File: config.mk
export PLATFORM = sky130hd
export DESIGN_NAME = ac_compressor_sequencer
export DESIGN_NICKNAME = d
export VERILOG_FILES = /design/src/rtl/ac_compressor_sequencer_pkg.sv /design/src/rtl/ac_down_counter.sv /design/src/rtl/ac_compressor_sequencer.sv
export SDC_FILE = /design/constraint.sdc
export NUM_CORES = 1
export LEC_CHECK = 0
export CAP_MARGIN = 25
export CORE_MARGIN = 1.5
export CORE_UTILIZATION = 40
export DETAILED_ROUTE_END_ITERATION = 12
export GPL_ROUTABILITY_DRIVEN = 0
export GPL_TIMING_DRIVEN = 0
export SYNTH_ARGS = -nofsm -noshare
export SYNTH_HDL_FRONTEND = slang
export SYNTH_SLANG_ARGS = --single-unit
File: constraint.sdc
create_clock -name clk -period 1.65 [get_ports clk]
set_input_delay 0.4125 -clock clk [delete_from_list [all_inputs] [get_ports clk]]
set_output_delay 0.4125 -clock clk [all_outputs]
set_load 0.01 [all_outputs]
File: src/rtl/ac_compressor_sequencer_pkg.sv
// Shared state encodings and timing defaults for the AC compressor sequencer.
// Imported by the RTL and by the bench so both agree on encodings.
package ac_compressor_sequencer_pkg;

    localparam logic [2:0] IDLE     = 3'd0;
    localparam logic [2:0] FAN_LEAD = 3'd1;
    localparam logic [2:0] RUN      = 3'd2;
    localparam logic [2:0] FAN_TAIL = 3'd3;
    localparam logic [2:0] LOCKOUT  = 3'd4;
    localparam logic [2:0] FAULT    = 3'd5;

    localparam int DEF_CNT_W           = 8;
    localparam int DEF_FAN_LEAD_CYCLES = 4;
    localparam int DEF_MIN_ON_CYCLES   = 16;
    localparam int DEF_FAN_TAIL_CYCLES = 8;
    localparam int DEF_MIN_OFF_CYCLES  = 32;

endpackage

File: src/rtl/ac_down_counter.sv
// Loadable down-counter that saturates at zero; shared by all timed states.
// Load wins over decrement.
module ac_down_counter #(
    parameter int CNT_W = 8
) (
    input  logic             clk,
    input  logic             reset,
    input  logic             load,
    input  logic [CNT_W-1:0] load_val,
    input  logic             dec,
    output logic             zero
);

    logic [CNT_W-1:0] cnt;

    always_ff @(posedge clk) begin
        if (reset) begin
            cnt <= '0;
        end else if (load) begin
            cnt <= load_val;
        end else if (dec && (cnt != '0)) begin
            cnt <= cnt - 1'b1;
        end
    end

    assign zero = (cnt == '0);

endmodule

File: src/rtl/ac_compressor_sequencer.sv
// Fan/compressor sequencer: fan lead and tail, minimum on-time,
// anti-short-cycle lockout and fault override.
module ac_compressor_sequencer
    import ac_compressor_sequencer_pkg::*;
#(
    parameter int CNT_W           = DEF_CNT_W,
    parameter int FAN_LEAD_CYCLES = DEF_FAN_LEAD_CYCLES,
    parameter int MIN_ON_CYCLES   = DEF_MIN_ON_CYCLES,
    parameter int FAN_TAIL_CYCLES = DEF_FAN_TAIL_CYCLES,
    parameter int MIN_OFF_CYCLES  = DEF_MIN_OFF_CYCLES
) (
    input  logic       clk,
    input  logic       reset,
    input  logic       ac_req,
    input  logic       fault,
    output logic       fan_on,
    output logic       comp_on,
    output logic       lockout,
    output logic [2:0] seq_state
);

    localparam logic [CNT_W-1:0] LEAD_LD = CNT_W'(FAN_LEAD_CYCLES - 1);
    localparam logic [CNT_W-1:0] ON_LD   = CNT_W'(MIN_ON_CYCLES - 1);
    localparam logic [CNT_W-1:0] TAIL_LD = CNT_W'(FAN_TAIL_CYCLES - 1);
    localparam logic [CNT_W-1:0] OFF_LD  = CNT_W'(MIN_OFF_CYCLES - 1);

    logic [2:0]       state;
    logic [2:0]       next_state;
    logic             ran_flag;
    logic             set_ran;
    logic             clr_ran;
    logic             load;
    logic [CNT_W-1:0] load_val;
    logic             zero;
    logic             fan_d;
    logic             comp_d;
    logic             lock_d;

    ac_down_counter #(
        .CNT_W(CNT_W)
    ) u_cnt (
        .clk      (clk),
        .reset    (reset),
        .load     (load),
        .load_val (load_val),
        .dec      (!load),
        .zero     (zero)
    );

    always_ff @(posedge clk) begin
        if (reset) begin
            state    <= IDLE;
            ran_flag <= 1'b0;
            fan_on   <= 1'b0;
            comp_on  <= 1'b0;
            lockout  <= 1'b0;
        end else begin
            state   <= next_state;
            fan_on  <= fan_d;
            comp_on <= comp_d;
            lockout <= lock_d;
            if (clr_ran) begin
                ran_flag <= 1'b0;
            end else if (set_ran) begin
                ran_flag <= 1'b1;
            end
        end
    end

    always_comb begin
        next_state = state;
        load       = 1'b0;
        load_val   = '0;
        set_ran    = 1'b0;
        clr_ran    = 1'b0;
        if (fault) begin
            next_state = FAULT;
        end else begin
            case (state)
                IDLE: begin
                    if (ac_req) begin
                        next_state = FAN_LEAD;
                        load       = 1'b1;
                        load_val   = LEAD_LD;
                    end
                end
                FAN_LEAD: begin
                    if (!ac_req) begin
                        next_state = FAN_TAIL;
                        load       = 1'b1;
                        load_val   = TAIL_LD;
                    end else if (zero) begin
                        next_state = RUN;
                        load       = 1'b1;
                        load_val   = ON_LD;
                        set_ran    = 1'b1;
                    end
                end
                RUN: begin
                    if (zero && !ac_req) begin
                        next_state = FAN_TAIL;
                        load       = 1'b1;
                        load_val   = TAIL_LD;
                    end
                end
                FAN_TAIL: begin
                    if (zero) begin
                        if (ran_flag) begin
                            next_state = LOCKOUT;
                            load       = 1'b1;
                            load_val   = OFF_LD;
                        end else begin
                            next_state = IDLE;
                        end
                    end
                end
                LOCKOUT: begin
                    if (zero) begin
                        next_state = IDLE;
                        clr_ran    = 1'b1;
                    end
                end
                FAULT: begin
                    next_state = LOCKOUT;
                    load       = 1'b1;
                    load_val   = OFF_LD;
                end
                default: begin
                    next_state = IDLE;
                    clr_ran    = 1'b1;
                end
            endcase
        end
    end

    // Outputs are the decode of the state being entered, so they flip with it.
    always_comb begin
        fan_d  = 1'b0;
        comp_d = 1'b0;
        lock_d = 1'b0;
        case (next_state)
            FAN_LEAD: fan_d = 1'b1;
            RUN: begin
                fan_d  = 1'b1;
                comp_d = 1'b1;
            end
            FAN_TAIL: fan_d = 1'b1;
            LOCKOUT:  lock_d = 1'b1;
            FAULT:    lock_d = 1'b1;
            default: begin
                fan_d  = 1'b0;
                comp_d = 1'b0;
                lock_d = 1'b0;
            end
        endcase
    end

    assign seq_state = state;

endmodule

* Word level (Yosys, flattened, before mapping)
Index checks and enable logic that the tools add are counted.
** Storage, ports and cells
- Flip-flop bits (word level) :: 15
- Output and inout bits :: 6
** Cells by class
- Reduce and logical (&&, ||, !) cells :: 12
- Multiplexer cells :: 35
- Eq/ne operators :: 10
- Add/subtract/negate cells :: 1
** Operators by type and width (count)
- $mux 3 :: 9
- $pmux 5 s5 :: 1
- $pmux 3 s6 :: 1
- $mux 8 :: 2
- $mux 5 :: 3
- $mux 1 :: 14
- $eq 3x2->1 const B :: 4
- $eq 3x3->1 const B :: 4
- $logic_not 8->1 :: 1
- $mux 4 :: 2
- $reduce_bool 8->1 :: 1
- $sub 8x1->8 const B :: 1
- $eq 3x1->1 const B :: 2
- $pmux 1 s5 :: 1
- $reduce_or 5->1 :: 1
- $reduce_or 2->1 :: 2
- $logic_not 3->1 :: 1
- $reduce_or 3->1 :: 1
- $logic_and 1x1->1 :: 2
- $logic_not 1->1 :: 2
- $mux 2 :: 1
- $pmux 1 s2 :: 1
- $reduce_bool 2->1 :: 1

* Logic depth before layout (Yosys ltp)
- Depth after elaboration :: 9
- Depth in mapped cells :: 7
- Gate-level depth less buffers :: 7

* By module
From an unflattened synthesis, not the netlist that was laid out.
** Unflattened totals
- Cell total of the unflattened synthesis :: 118
- Area total of the unflattened synthesis :: 977.2 um2
** Modules (own cells, without submodules)
- ac_down_counter :: cells an instance 59, area each 515.5 um2, times used 1, sequential area each 160.2 um2
- ac_compressor_sequencer :: cells an instance 59, area each 461.7 um2, times used 1, sequential area each 140.1 um2

* Worst setup path after synthesis
OpenSTA, ideal clock, no wires.
- Kind :: flip-flop to flip-flop
- Start :: register u_cnt.cnt[0]
- End :: register u_cnt.cnt[6]
- Clock period less this slack :: 1.681 ns
- Path slack :: -0.031 ns
- Stages on the path, launching flop included :: 8
- Required time :: 1.511 ns
- Data arrival time :: 1.542 ns
- Cell sequence :: dfxtp_1 inv_1 ha_1 nor3b_2 a41oi_2 nor3_4 a311o_2 nor3_1
** On the way
- Cells in the longest elaborated chain, start to end :: 8
- Elaborated cells on any way between the ends :: 15
- Classes of those cells :: 1 x add/sub; 8 x mux; 6 x reduce/logical
** Ends and longest elaborated chain
- start, declared :: RTL line ac_down_counter.sv:14 : logic [CNT_W-1:0] cnt;
- start signal, assigned :: RTL line ac_down_counter.sv:20 : cnt <= load_val;
- start signal, assigned :: RTL line ac_down_counter.sv:22 : cnt <= cnt - 1'b1;
- $logic_not 8->1 :: RTL line ac_down_counter.sv:26 : assign zero = (cnt == '0);
- $mux 1 / $logic_and 1x1->1 (equally long branches) :: RTL line ac_compressor_sequencer.sv:92, ac_compressor_sequencer.sv:100
- $mux 1, on equally long branches :: RTL line ac_compressor_sequencer.sv:88, ac_compressor_sequencer.sv:100
- $pmux 1 s5 :: RTL line ac_compressor_sequencer.sv:79 : case (state)
- $mux 1 :: RTL line ac_compressor_sequencer.sv:76 : if (fault) begin
- $logic_not 1->1 :: RTL line ac_compressor_sequencer.sv:46 : .dec (!load),
- $logic_and 1x1->1 :: RTL line ac_down_counter.sv:21 : end else if (dec && (cnt != '0)) begin
- $reduce_bool 2->1 (no source line)
Parallel ways exist; a longest one is shown, timed or not. The select of a mux whose other input is x is not followed.
A chain may end at the register's enable or synchronous reset.

* Worst setup path in the final report
- Start :: register u_cnt.cnt[1]
- End :: register u_cnt.cnt[2]
Same word-level chain as after synthesis.

==> metrics.txt <==
outcome finished, violations left; failing checks negative setup slack; setup TNS -0.0245 ns; sequential share of power 25.2%; post-synthesis sequential area ratio 32.8%; grt ovf 0; grt peak-use layer met2; Crit Path Class reg2reg; DRC viols 0; Post-layout nets 141; VDD IR max 1.16 mV; worst-margin pin slew 0.378 ns; P&R area growth vs syn 38.9%; core footprint 2190 µm²; met3 Use GR 2.63%; RSZ-0062 raised after global routing yes; total power 2.33 mW; Max-Cap Viols 0; area leader, netlist dfxtp_1; Ys Warns 0; largest net degree at the start of global routing 11; Pleak 0.548 nW; most frequent cells in the layout buf_4 (15), nor2_1 (13), nand2_1 (10); clk_lat worst skew 0.29 ns; Yosys reg bits 15; PD cells 1830 nW/µm²; Sw Share 41.5%; post-layout min period 1.66 ns; final hold vios 0; Syn Area/Cell 8.39 µm²; CP Data Arrival Time 1.84 ns; mux contribution to synthesized area 2.19%; post-synthesis compound-gate area fraction 21.8%; Die ar. 2580 µm²; Clock transition at path regs 0.10 ns; initial core utilization 41.7%; H-Tree Depth 1; combinational power share 65.2%; Cell Area, Synth 915 µm²; Clk pwr share 9.6%; worst endpoint required time 1.83 ns; top post-synthesis cells by area dfxtp_1 (33%), nor2_1 (6.2%), nor3_1 (4.4%); WL per Instance 13.6 µm; Pre-antenna DRT Iters 4; GR Layer Usage met2 32.0%; PnR worst setup slack -0.0133 ns; Slew Viols, Final 0; Int Pwr 1.36 mW; largest family of logic cells by synthesized area simple AND/OR/NAND/NOR gates; chip height 50.8 µm; post-synthesis cell count 109; Max Fanout on Critical Path 7; Die Wd 50.8 µm; via count 859; Setup Skew 0.00194 ns; GR Layer Usage met1 25.3%; row count 17; final wirelength 2210 µm; DR iter-0 viols 19; Post-Synth Adder-Cell Area 2.74%; clock buffer depth 2; Final Cycle Share 101%; Critical Path Start Type flip-flop; DP Wirelength 1410 µm; Relative slew margins 74.8%; Peak Freq 0.601 GHz; Post-DRT Antenna Nets 0; I/O pins 10; Syn Nets 115; CTS sink count 15; initial antenna violation count 0; final setup vio count 3; P_sw 968 µW; Avg Vias per Cell 5.30; dpl ws -0.199 ns; Synth Area in XOR/XNOR 5.75%; gr usage total 19.3%; global-route wire length before repair 3690 µm; CTS tree yes; port bufs 6; Min-Delay Path Class in2reg; simple-gate area share of the yosys netlist 28.0%; CP endpoint kind flip-flop; synth unique cells 40; vias in the first global route 805; share of post-route cells with drive strength above 1 40.3%; most common cell after layout, fill and taps aside buf_4; root buf cell clkbuf_4; CTS buffer count 3; diode count 0; top-area cell type share of the netlist area 32.8%
-- cell type report --
class | count | area (µm²)
fill | 199 | 921
tap | 28 | 35.0
inverter | 6 | 22.5
clock inverter | 1 | 5.00
sequential | 15 | 310
timing repair buffer | 21 | 201
clock buffer | 3 | 22.5
buffer | 6 | 38.8
multi-input combinational | 82 | 634
-- worst max-delay path: stages (launching register included) --
cell and delay [ns]:
dfxtp_2 0.35, inv_2 0.05, ha_4 0.15, nor3b_4 0.15, buf_12 0.14, a21boi_2 0.13
buf_4 0.12, o32ai_2 0.07, buf_4 0.15, a311oi_2 0.19, nor2_1 0.06
-- per-stage QoR --
stage / instances / cell area (µm²) / hold WS (ns) / utilization, %
finish: 162 / 1270 / 0.443 / 58.0
global route: 162 / 1270 / 0.451 / 58.0
CTS: 161 / 1230 / 0.438 / 56.3
detailed placement: 143 / 1020 / 0.520 / 46.4
global placement: 143 / 1020 / 0.512 / 46.4
floorplan: 109 / 921 / 0.502 / -
-- cell usage after synthesis, drive strengths merged --
master	instances
dfxtp	15
nor2	15
nand2	11
nor3	9
a21oi	6
buf	6
inv	6
nand3	4
o21ai	4
xor2	4
ha	2
mux2i	2
nor2b	2
xnor2	2
a211oi	1
a21boi	1
a221oi	1
a311o	1
a311oi	1
a31o	1
a31oi	1
a41oi	1
and2	1
and3	1
nand2b	1
nand3b	1
nand4	1
nor3b	1
nor4	1
o2111ai	1
o211a	1
o221a	1
o31ai	1
o32ai	1
o41ai	1
-- timing repair --
action / in CTS / in global routing
pin swaps: 14 / 8
setup buffers: 15 / 3
hold endpoints to repair: 0 / 0
setup endpoints to repair: 17 / 16
hold buffers: 0 / 0
gates resized for setup: 17 / 11
-- logic make-up after synthesis --
group,Yosys count
flip-flops,15
AO/OA/AOI/OAI,24
AND/OR/NAND/NOR,48
adder cells (fa/ha/maj),2
multiplexers,2
XOR/XNOR,6
buffers and inverters,12
-- flip-flops by register name (all words and copies together), names as in the netlist --
signal,count
ran_flag,1
lockout,1
fan_on,1
comp_on,1
u_cnt.cnt,8
seq_state,3
-- routing by layer --
layer	wire [µm]	vias to the layer above
li1	-	437
met2	1060	14
met4	36	0
met3	63	6
met5	0	-
met1	1050	402
-- power by group through the flow --
| stage | logic, mW | clock network (mW) | registers, mW |
|---|---|---|---|
| final | 1.52 | 0.223 | 0.587 |
| after global routing | 1.65 | 0.255 | 0.601 |
| after CTS | 1.43 | 0.227 | 0.582 |
| after floorplan | 0.774 | 0 | 0.580 |
| after global placement | 0.952 | 0 | 0.590 |
| after detailed placement | 0.958 | 0 | 0.591 |
-- worst paths after layout --
path,startpoint,end,slack (ns),cells past startpoint
max reg2reg,u_cnt.cnt[1],u_cnt.cnt[2],-0.01,10
min reg2reg,ran_flag,ran_flag,0.55,1
min,fault,seq_state[0],0.44,3
max,u_cnt.cnt[1],u_cnt.cnt[2],-0.01,10
(Power assumes the default switching activity.)
